--- src/rtl/home_inventory_pkg.sv ---
// Shared definitions for the home inventory calibration path.
// Latency: none (types and constants only).
// Backpressure: none (types and constants only).
package home_inventory_pkg;

  localparam int DATA_W_DEF    = 32;
  localparam int FRAC_BITS_DEF = 16;

  typedef logic [1:0] cal_state_t;

  localparam cal_state_t ST_IDLE = 2'd0;
  localparam cal_state_t ST_SUB  = 2'd1;
  localparam cal_state_t ST_MUL  = 2'd2;
  localparam cal_state_t ST_WR   = 2'd3;

  localparam logic [DATA_W_DEF-1:0] SAT_MAX = 32'h7FFF_FFFF;
  localparam logic [DATA_W_DEF-1:0] SAT_MIN = 32'h8000_0000;

endpackage

--- src/rtl/home_inventory_calib_if.sv ---
// Snapshot request / calibrated result bundle between register block and calibration engine.
// Latency: none (wiring only).
// Backpressure: none; start is a pulse, firmware holds inputs stable while busy.
interface home_inventory_calib_if #(
  parameter int NUM_CH = 8,
  parameter int DATA_W = 32
);
  logic                       start;
  logic [3:0]                 num_ch;
  logic [NUM_CH*DATA_W-1:0]   raw_flat;
  logic [NUM_CH*DATA_W-1:0]   tare_flat;
  logic [NUM_CH*DATA_W-1:0]   scale_flat;
  logic [NUM_CH*DATA_W-1:0]   weight_flat;
  logic [NUM_CH-1:0]          weight_valid;
  logic [NUM_CH-1:0]          overflow;
  logic                       busy;
  logic                       done;
  logic                       missed_start;
  logic [15:0]                frame_cnt;

  // Register block side
  modport master (
    output start, num_ch, raw_flat, tare_flat, scale_flat,
    input  weight_flat, weight_valid, overflow, busy, done, missed_start, frame_cnt
  );

  // Calibration engine side
  modport slave (
    input  start, num_ch, raw_flat, tare_flat, scale_flat,
    output weight_flat, weight_valid, overflow, busy, done, missed_start, frame_cnt
  );
endinterface

--- src/rtl/home_inventory_sat_shift.sv ---
// Q-format rescale: arithmetic right shift of a wide product, saturated to DATA_W signed.
// Latency: combinational.
// Backpressure: none.
module home_inventory_sat_shift
  import home_inventory_pkg::*;
#(
  parameter int DATA_W    = DATA_W_DEF,
  parameter int FRAC_BITS = FRAC_BITS_DEF
) (
  input  logic signed [2*DATA_W:0] prod,
  output logic [DATA_W-1:0]        result,
  output logic                     ovf
);
  localparam int PW = 2*DATA_W + 1;

  logic signed [PW-1:0]  q;
  logic [PW-DATA_W:0]    hi;

  // Shift floors toward -inf; the result fits only if every bit above the
  // DATA_W sign bit is a copy of it.
  always_comb begin
    q      = prod >>> FRAC_BITS;
    hi     = q[PW-1:DATA_W-1];
    ovf    = !((&hi) || !(|hi));
    result = q[DATA_W-1:0];
    if (ovf) begin
      result = q[PW-1] ? SAT_MIN : SAT_MAX;
    end
  end
endmodule

--- src/rtl/home_inventory_calib.sv ---
// Per-channel calibration weight = ((raw - tare) * scale) >>> FRAC_BITS, one shared multiplier.
// Latency: 3 cycles per channel; last weight, done and busy=0 appear together after edge k+3n.
// Backpressure: none; start while busy is dropped and flagged in missed_start.
module home_inventory_calib
  import home_inventory_pkg::*;
#(
  parameter int NUM_CH    = 8,
  parameter int DATA_W    = DATA_W_DEF,
  parameter int FRAC_BITS = FRAC_BITS_DEF
) (
  input  logic                wb_clk_i,
  input  logic                wb_rst_i,
  home_inventory_calib_if.slave bus
);
  localparam int PW = 2*DATA_W + 1;

  cal_state_t               state;
  logic [3:0]               ch;
  logic [3:0]               n_lat;
  logic [3:0]               n_sel;
  logic signed [DATA_W:0]   diff;
  logic signed [PW-1:0]     prod;

  logic [DATA_W-1:0]        raw_c;
  logic [DATA_W-1:0]        tare_c;
  logic [DATA_W-1:0]        scale_c;
  logic signed [DATA_W:0]   raw_x;
  logic signed [DATA_W:0]   tare_x;
  logic signed [PW-1:0]     diff_x;
  logic signed [PW-1:0]     scale_x;
  logic [DATA_W-1:0]        sat_res;
  logic                     sat_ovf;

  logic [NUM_CH*DATA_W-1:0] weight_q;
  logic [NUM_CH-1:0]        valid_q;
  logic [NUM_CH-1:0]        ovf_q;
  logic                     busy_q;
  logic                     done_q;
  logic                     missed_q;
  logic [15:0]              frame_q;

  // Live channel operands, sign-extended so neither the subtract nor the multiply can wrap
  always_comb begin
    raw_c   = bus.raw_flat[ch*DATA_W +: DATA_W];
    tare_c  = bus.tare_flat[ch*DATA_W +: DATA_W];
    scale_c = bus.scale_flat[ch*DATA_W +: DATA_W];
    raw_x   = {raw_c[DATA_W-1], raw_c};
    tare_x  = {tare_c[DATA_W-1], tare_c};
    diff_x  = {{DATA_W{diff[DATA_W]}}, diff};
    scale_x = {{(DATA_W+1){scale_c[DATA_W-1]}}, scale_c};
    n_sel   = (bus.num_ch > 4'(NUM_CH)) ? 4'(NUM_CH) : bus.num_ch;
  end

  home_inventory_sat_shift #(
    .DATA_W   (DATA_W),
    .FRAC_BITS(FRAC_BITS)
  ) u_sat_shift (
    .prod  (prod),
    .result(sat_res),
    .ovf   (sat_ovf)
  );

  // Frame sequencer: SUB -> MUL -> WR per channel, results and status held for readback
  always_ff @(posedge wb_clk_i or posedge wb_rst_i) begin
    if (wb_rst_i) begin
      state    <= ST_IDLE;
      ch       <= '0;
      n_lat    <= '0;
      diff     <= '0;
      prod     <= '0;
      weight_q <= '0;
      valid_q  <= '0;
      ovf_q    <= '0;
      busy_q   <= 1'b0;
      done_q   <= 1'b0;
      missed_q <= 1'b0;
      frame_q  <= '0;
    end else begin
      done_q <= 1'b0;
      if (bus.start && state != ST_IDLE) begin
        missed_q <= 1'b1;
      end
      case (state)
        ST_IDLE: begin
          if (bus.start) begin
            n_lat    <= n_sel;
            ch       <= '0;
            valid_q  <= '0;
            ovf_q    <= '0;
            missed_q <= 1'b0;
            if (n_sel == 4'd0) begin
              done_q  <= 1'b1;
              frame_q <= frame_q + 16'd1;
            end else begin
              busy_q <= 1'b1;
              state  <= ST_SUB;
            end
          end
        end
        ST_SUB: begin
          diff  <= raw_x - tare_x;
          state <= ST_MUL;
        end
        ST_MUL: begin
          prod  <= diff_x * scale_x;
          state <= ST_WR;
        end
        default: begin
          weight_q[ch*DATA_W +: DATA_W] <= sat_res;
          valid_q[ch] <= 1'b1;
          if (sat_ovf) begin
            ovf_q[ch] <= 1'b1;
          end
          if (ch == n_lat - 4'd1) begin
            done_q  <= 1'b1;
            busy_q  <= 1'b0;
            frame_q <= frame_q + 16'd1;
            state   <= ST_IDLE;
          end else begin
            ch    <= ch + 4'd1;
            state <= ST_SUB;
          end
        end
      endcase
    end
  end

  assign bus.weight_flat  = weight_q;
  assign bus.weight_valid = valid_q;
  assign bus.overflow     = ovf_q;
  assign bus.busy         = busy_q;
  assign bus.done         = done_q;
  assign bus.missed_start = missed_q;
  assign bus.frame_cnt    = frame_q;

endmodule

--- src/flat_wrapper.sv ---
// flat-port wrapper written by rule: the top's interface ports become plain ports
module home_inventory_calib_flat import home_inventory_pkg::*;
#(
  parameter int NUM_CH    = 8,
  parameter int DATA_W    = DATA_W_DEF,
  parameter int FRAC_BITS = FRAC_BITS_DEF
)
  (wb_clk_i, wb_rst_i, bus_start, bus_num_ch, bus_raw_flat, bus_tare_flat, bus_scale_flat, bus_weight_flat, bus_weight_valid, bus_overflow, bus_busy, bus_done, bus_missed_start, bus_frame_cnt);
  home_inventory_calib_if #(.NUM_CH(NUM_CH), .DATA_W(DATA_W)) bus_i ();
  input  logic wb_clk_i;
  input  logic wb_rst_i;
  input wire logic [$bits(bus_i.start)-1:0] bus_start;
  input wire logic [$bits(bus_i.num_ch)-1:0] bus_num_ch;
  input wire logic [$bits(bus_i.raw_flat)-1:0] bus_raw_flat;
  input wire logic [$bits(bus_i.tare_flat)-1:0] bus_tare_flat;
  input wire logic [$bits(bus_i.scale_flat)-1:0] bus_scale_flat;
  output wire logic [$bits(bus_i.weight_flat)-1:0] bus_weight_flat;
  output wire logic [$bits(bus_i.weight_valid)-1:0] bus_weight_valid;
  output wire logic [$bits(bus_i.overflow)-1:0] bus_overflow;
  output wire logic [$bits(bus_i.busy)-1:0] bus_busy;
  output wire logic [$bits(bus_i.done)-1:0] bus_done;
  output wire logic [$bits(bus_i.missed_start)-1:0] bus_missed_start;
  output wire logic [$bits(bus_i.frame_cnt)-1:0] bus_frame_cnt;
  assign bus_i.start = bus_start;
  assign bus_i.num_ch = bus_num_ch;
  assign bus_i.raw_flat = bus_raw_flat;
  assign bus_i.tare_flat = bus_tare_flat;
  assign bus_i.scale_flat = bus_scale_flat;
  assign bus_weight_flat = bus_i.weight_flat;
  assign bus_weight_valid = bus_i.weight_valid;
  assign bus_overflow = bus_i.overflow;
  assign bus_busy = bus_i.busy;
  assign bus_done = bus_i.done;
  assign bus_missed_start = bus_i.missed_start;
  assign bus_frame_cnt = bus_i.frame_cnt;
  home_inventory_calib #(.NUM_CH(NUM_CH), .DATA_W(DATA_W), .FRAC_BITS(FRAC_BITS)) u_core (.wb_clk_i(wb_clk_i), .wb_rst_i(wb_rst_i), .bus(bus_i));
endmodule
--- config.mk ---
export PLATFORM = sky130hd
export DESIGN_NAME = home_inventory_calib_flat
export DESIGN_NICKNAME = d
export VERILOG_FILES = /design/src/rtl/home_inventory_pkg.sv /design/src/rtl/home_inventory_calib_if.sv /design/src/rtl/home_inventory_sat_shift.sv /design/src/rtl/home_inventory_calib.sv /design/src/flat_wrapper.sv
export SDC_FILE = /design/constraint.sdc
export NUM_CORES = 2
export LEC_CHECK = 0
export CORE_AREA = 2 2 416 418
export CTS_BUF_LIST = sky130_fd_sc_hd__clkbuf_2 sky130_fd_sc_hd__clkbuf_4 sky130_fd_sc_hd__clkbuf_8
export DETAILED_ROUTE_END_ITERATION = 6
export DIE_AREA = 0 0 418 420
export DONT_BUFFER_PORTS = 1
export GPL_ROUTABILITY_DRIVEN = 0
export PLACE_DENSITY = 0.47
export SLEW_MARGIN = 20
export SYNTH_ARGS = -nofsm -noshare
export SYNTH_HDL_FRONTEND = slang
export SYNTH_HIERARCHICAL = 1
export SYNTH_SLANG_ARGS = --single-unit
--- constraint.sdc ---
create_clock -name wb_clk_i -period 21.2 [get_ports wb_clk_i]
set_clock_uncertainty 0.2 [all_clocks]
set_input_delay 5.3 -clock wb_clk_i [delete_from_list [all_inputs] [get_ports wb_clk_i]]
set_output_delay 5.3 -clock wb_clk_i [all_outputs]
set_load 0.01 [all_outputs]
==> flow_summary.yaml <==
clock_network:
  cts_resized: 0
  ctsLongestPathBuffers: 3
  clkTransAtPathRegs_ns: 0.06
  root_buffer: "clkbuf_8"
  numClockSinks: 383
  cts_tree: "done"
  postCtsSetupBuffers: 0
  postCtsHoldBufs: 0
  clock_latency_ns: 0.77
  cts_made_buffers: 72
  htree_levels: 3
worst_hold_path:
  hp-start: "u_core/diff[27]"
  whs_path_depth: 1
  hold_path_class: "register to register"
  worstHoldEndpoint: "u_core/diff[27]"
sta:
  slew_viol_final: 0
  worst_slew_pin_slew_ns: 1.20
  hold_viol_final: 0
  max_slew_margin: 0.199
  finalWorstPathRequiredPeriod_ns: 13.76
  finalCritPeriodShare: 0.649
  finalSetupViolations: 0
  grt_setup_unrepaired: "no"
  max_freq_ghz: 0.0727
  tns_ns: 0
floorplan:
  io_pins: 1066
  rows: 152
  start_util: 0.349
  die_area_mm2: 0.176
  die_h_um: 420
  die_w_um: 418
  core_mm2: 0.171
grt:
  grt_pass1_wl_um: 352000
  grt_pass1_vias: 47300
  grt-ovfl-total: 0
  grt_max_degree: 150
  grt_antenna_before_repair: 160
  track_usage: 0.283
drt:
  routed_via_density: 5.23
  drtIter0Drc: 3401
  drc_errors: 23
  antenna_left: 0
  wire_per_inst_um: 28.7
  vias: 45400
  wl_um: 249000
  first_pass_iters: 6
critical_path:
  path_max_fanout: 30
  startpoint_type: "input port"
  crit_type: "input port to register"
  ff2ff_path_depth: 28
  worstPathRequired_ns: 21.64
  r2r-end: "u_core/prod[64]"
  worstPathArrival_ns: 14.19
  crit_path_start: "bus_scale_flat[160]"
  regToRegSetupSlack_ns: 9.79
  cp-end-kind: "register"
  rr_startpoint: "u_core/ch[0]"
final_layout:
  drive_above_1_share: 0.0975
  syn_to_final_growth_pct: 8.02
  final_cells: 8682
  nets: 8152
  final_area_mm2: 0.0644
place:
  placed_cells: 8194
  hpwl_um: 204000
  numPortBuffers: 0
  dpl_cell_area_mm2: 0.0619
outcome:
  status: "finished, violations left"
  violations: "design-rule violations"
synthesis:
  yosysWarnings: 6
  syn_nets: 8359
  syn_area_per_cell_um2: 9.56
  syn-cell-area_mm2: 0.0597
  postSynthCellCount: 6243
job:
  max-cap-violations: 0
==> worst max path at each step <==
| stage | end | slack, ns | cells after the start |
|---|---|---|---|
| floorplan | asynchronous set/reset pin | 5.06 | 1 |
| global placement | u_core/prod[64] | 6.45 | 29 |
| detailed placement | u_core/prod[59] | 6.38 | 27 |
| CTS | u_core/prod[59] | 7.22 | 27 |
| global route | u_core/prod[61] | 6.99 | 27 |
| finish | u_core/prod[64] | 7.44 | 26 |
==> metrics by stage <==
| stage | hold WS (ns) | util | worst slack, ns |
|---|---|---|---|
| 6_report | 0.307 | 0.377 | 7.44 |
| 4_1_cts | 0.308 | 0.371 | 7.22 |
| 5_1_grt | 0.328 | 0.376 | 6.99 |
| 2_1_floorplan | 0.273 | - | 5.06 |
| 3_5_place_dp | 0.297 | 0.362 | 6.38 |
| 3_3_place_gp | 0.291 | 0.362 | 6.45 |
==> registers in the layout, indices dropped and copies added, names as in the netlist, 2 cells and up, named ones only <==
register                 flops
u_core/ch                    4
u_core/n_lat                 4
u_core/bus.frame_cnt        16
u_core/state                 2
u_core/bus.weight_valid      8
u_core/bus.overflow          8
u_core/diff                 33
u_core/prod                 49
u_core/bus.weight_flat     256
==> layer usage <==
metal	part of all wire	up-vias	GRT usage
met5	0.0026	-	0.0111
met4	0.094	30	0.219
met3	0.086	612	0.0899
met2	0.45	2014	0.441
met1	0.36	23500	0.322
li1	-	19300	-
==> worst max-delay path, cell delays in order <==
cell and delay [ns]:
mux4_2 0.44, mux2i_1 0.62, nor2_2 0.04, buf_4 0.27, and2_1 0.23, ha_1 0.38
fa_1 0.55, fa_1 0.88, inv_1 0.20, fa_1 0.60, fa_1 0.45, fa_1 0.57
fa_1 0.42, fa_1 0.49, inv_1 0.04, ha_1 0.40, nand2_1 0.11, o21ai_1 0.23
nor2_1 0.09, o21a_1 0.12, nor4_1 0.45, a21oi_1 0.21, o31ai_4 0.33, a41oi_1 0.16
or3_1 0.36, a31o_1 0.22
==> layout by cell type, fill, tap and decap left out, drive strengths merged, types with 12 or more instances in the layout <==
cell	n
nand2	1239
fa	1113
inv	1057
and2	493
dfrtp	383
diode	359
o21ai	265
ha	228
mux4	192
a21oi	167
nor2	122
clkbuf	111
buf	100
xnor2	72
mux2	67
nor3	63
nand3	59
a21o	43
xor2	37
o2bb2ai	31
o31ai	27
nor2b	17
o21bai	17
nand4	16
or2	16
a31oi	14
nand2b	12
mux2i	12
o21a	12
==> final cells by class <==
type,instances,area (um2)
Sequential cell,383,9620
Clock buffer,111,1400
Inverter,1053,3960
Multi-Input combinational cell,4426,44800
Antenna cell,359,898
Clock inverter,17,171
Fill cell,17400,107000
Tap cell,2233,2790
Timing Repair Buffer,100,796
Power is not shown: default switching activity piles up to over one toggle a cycle in this logic, so the estimate is an artifact.
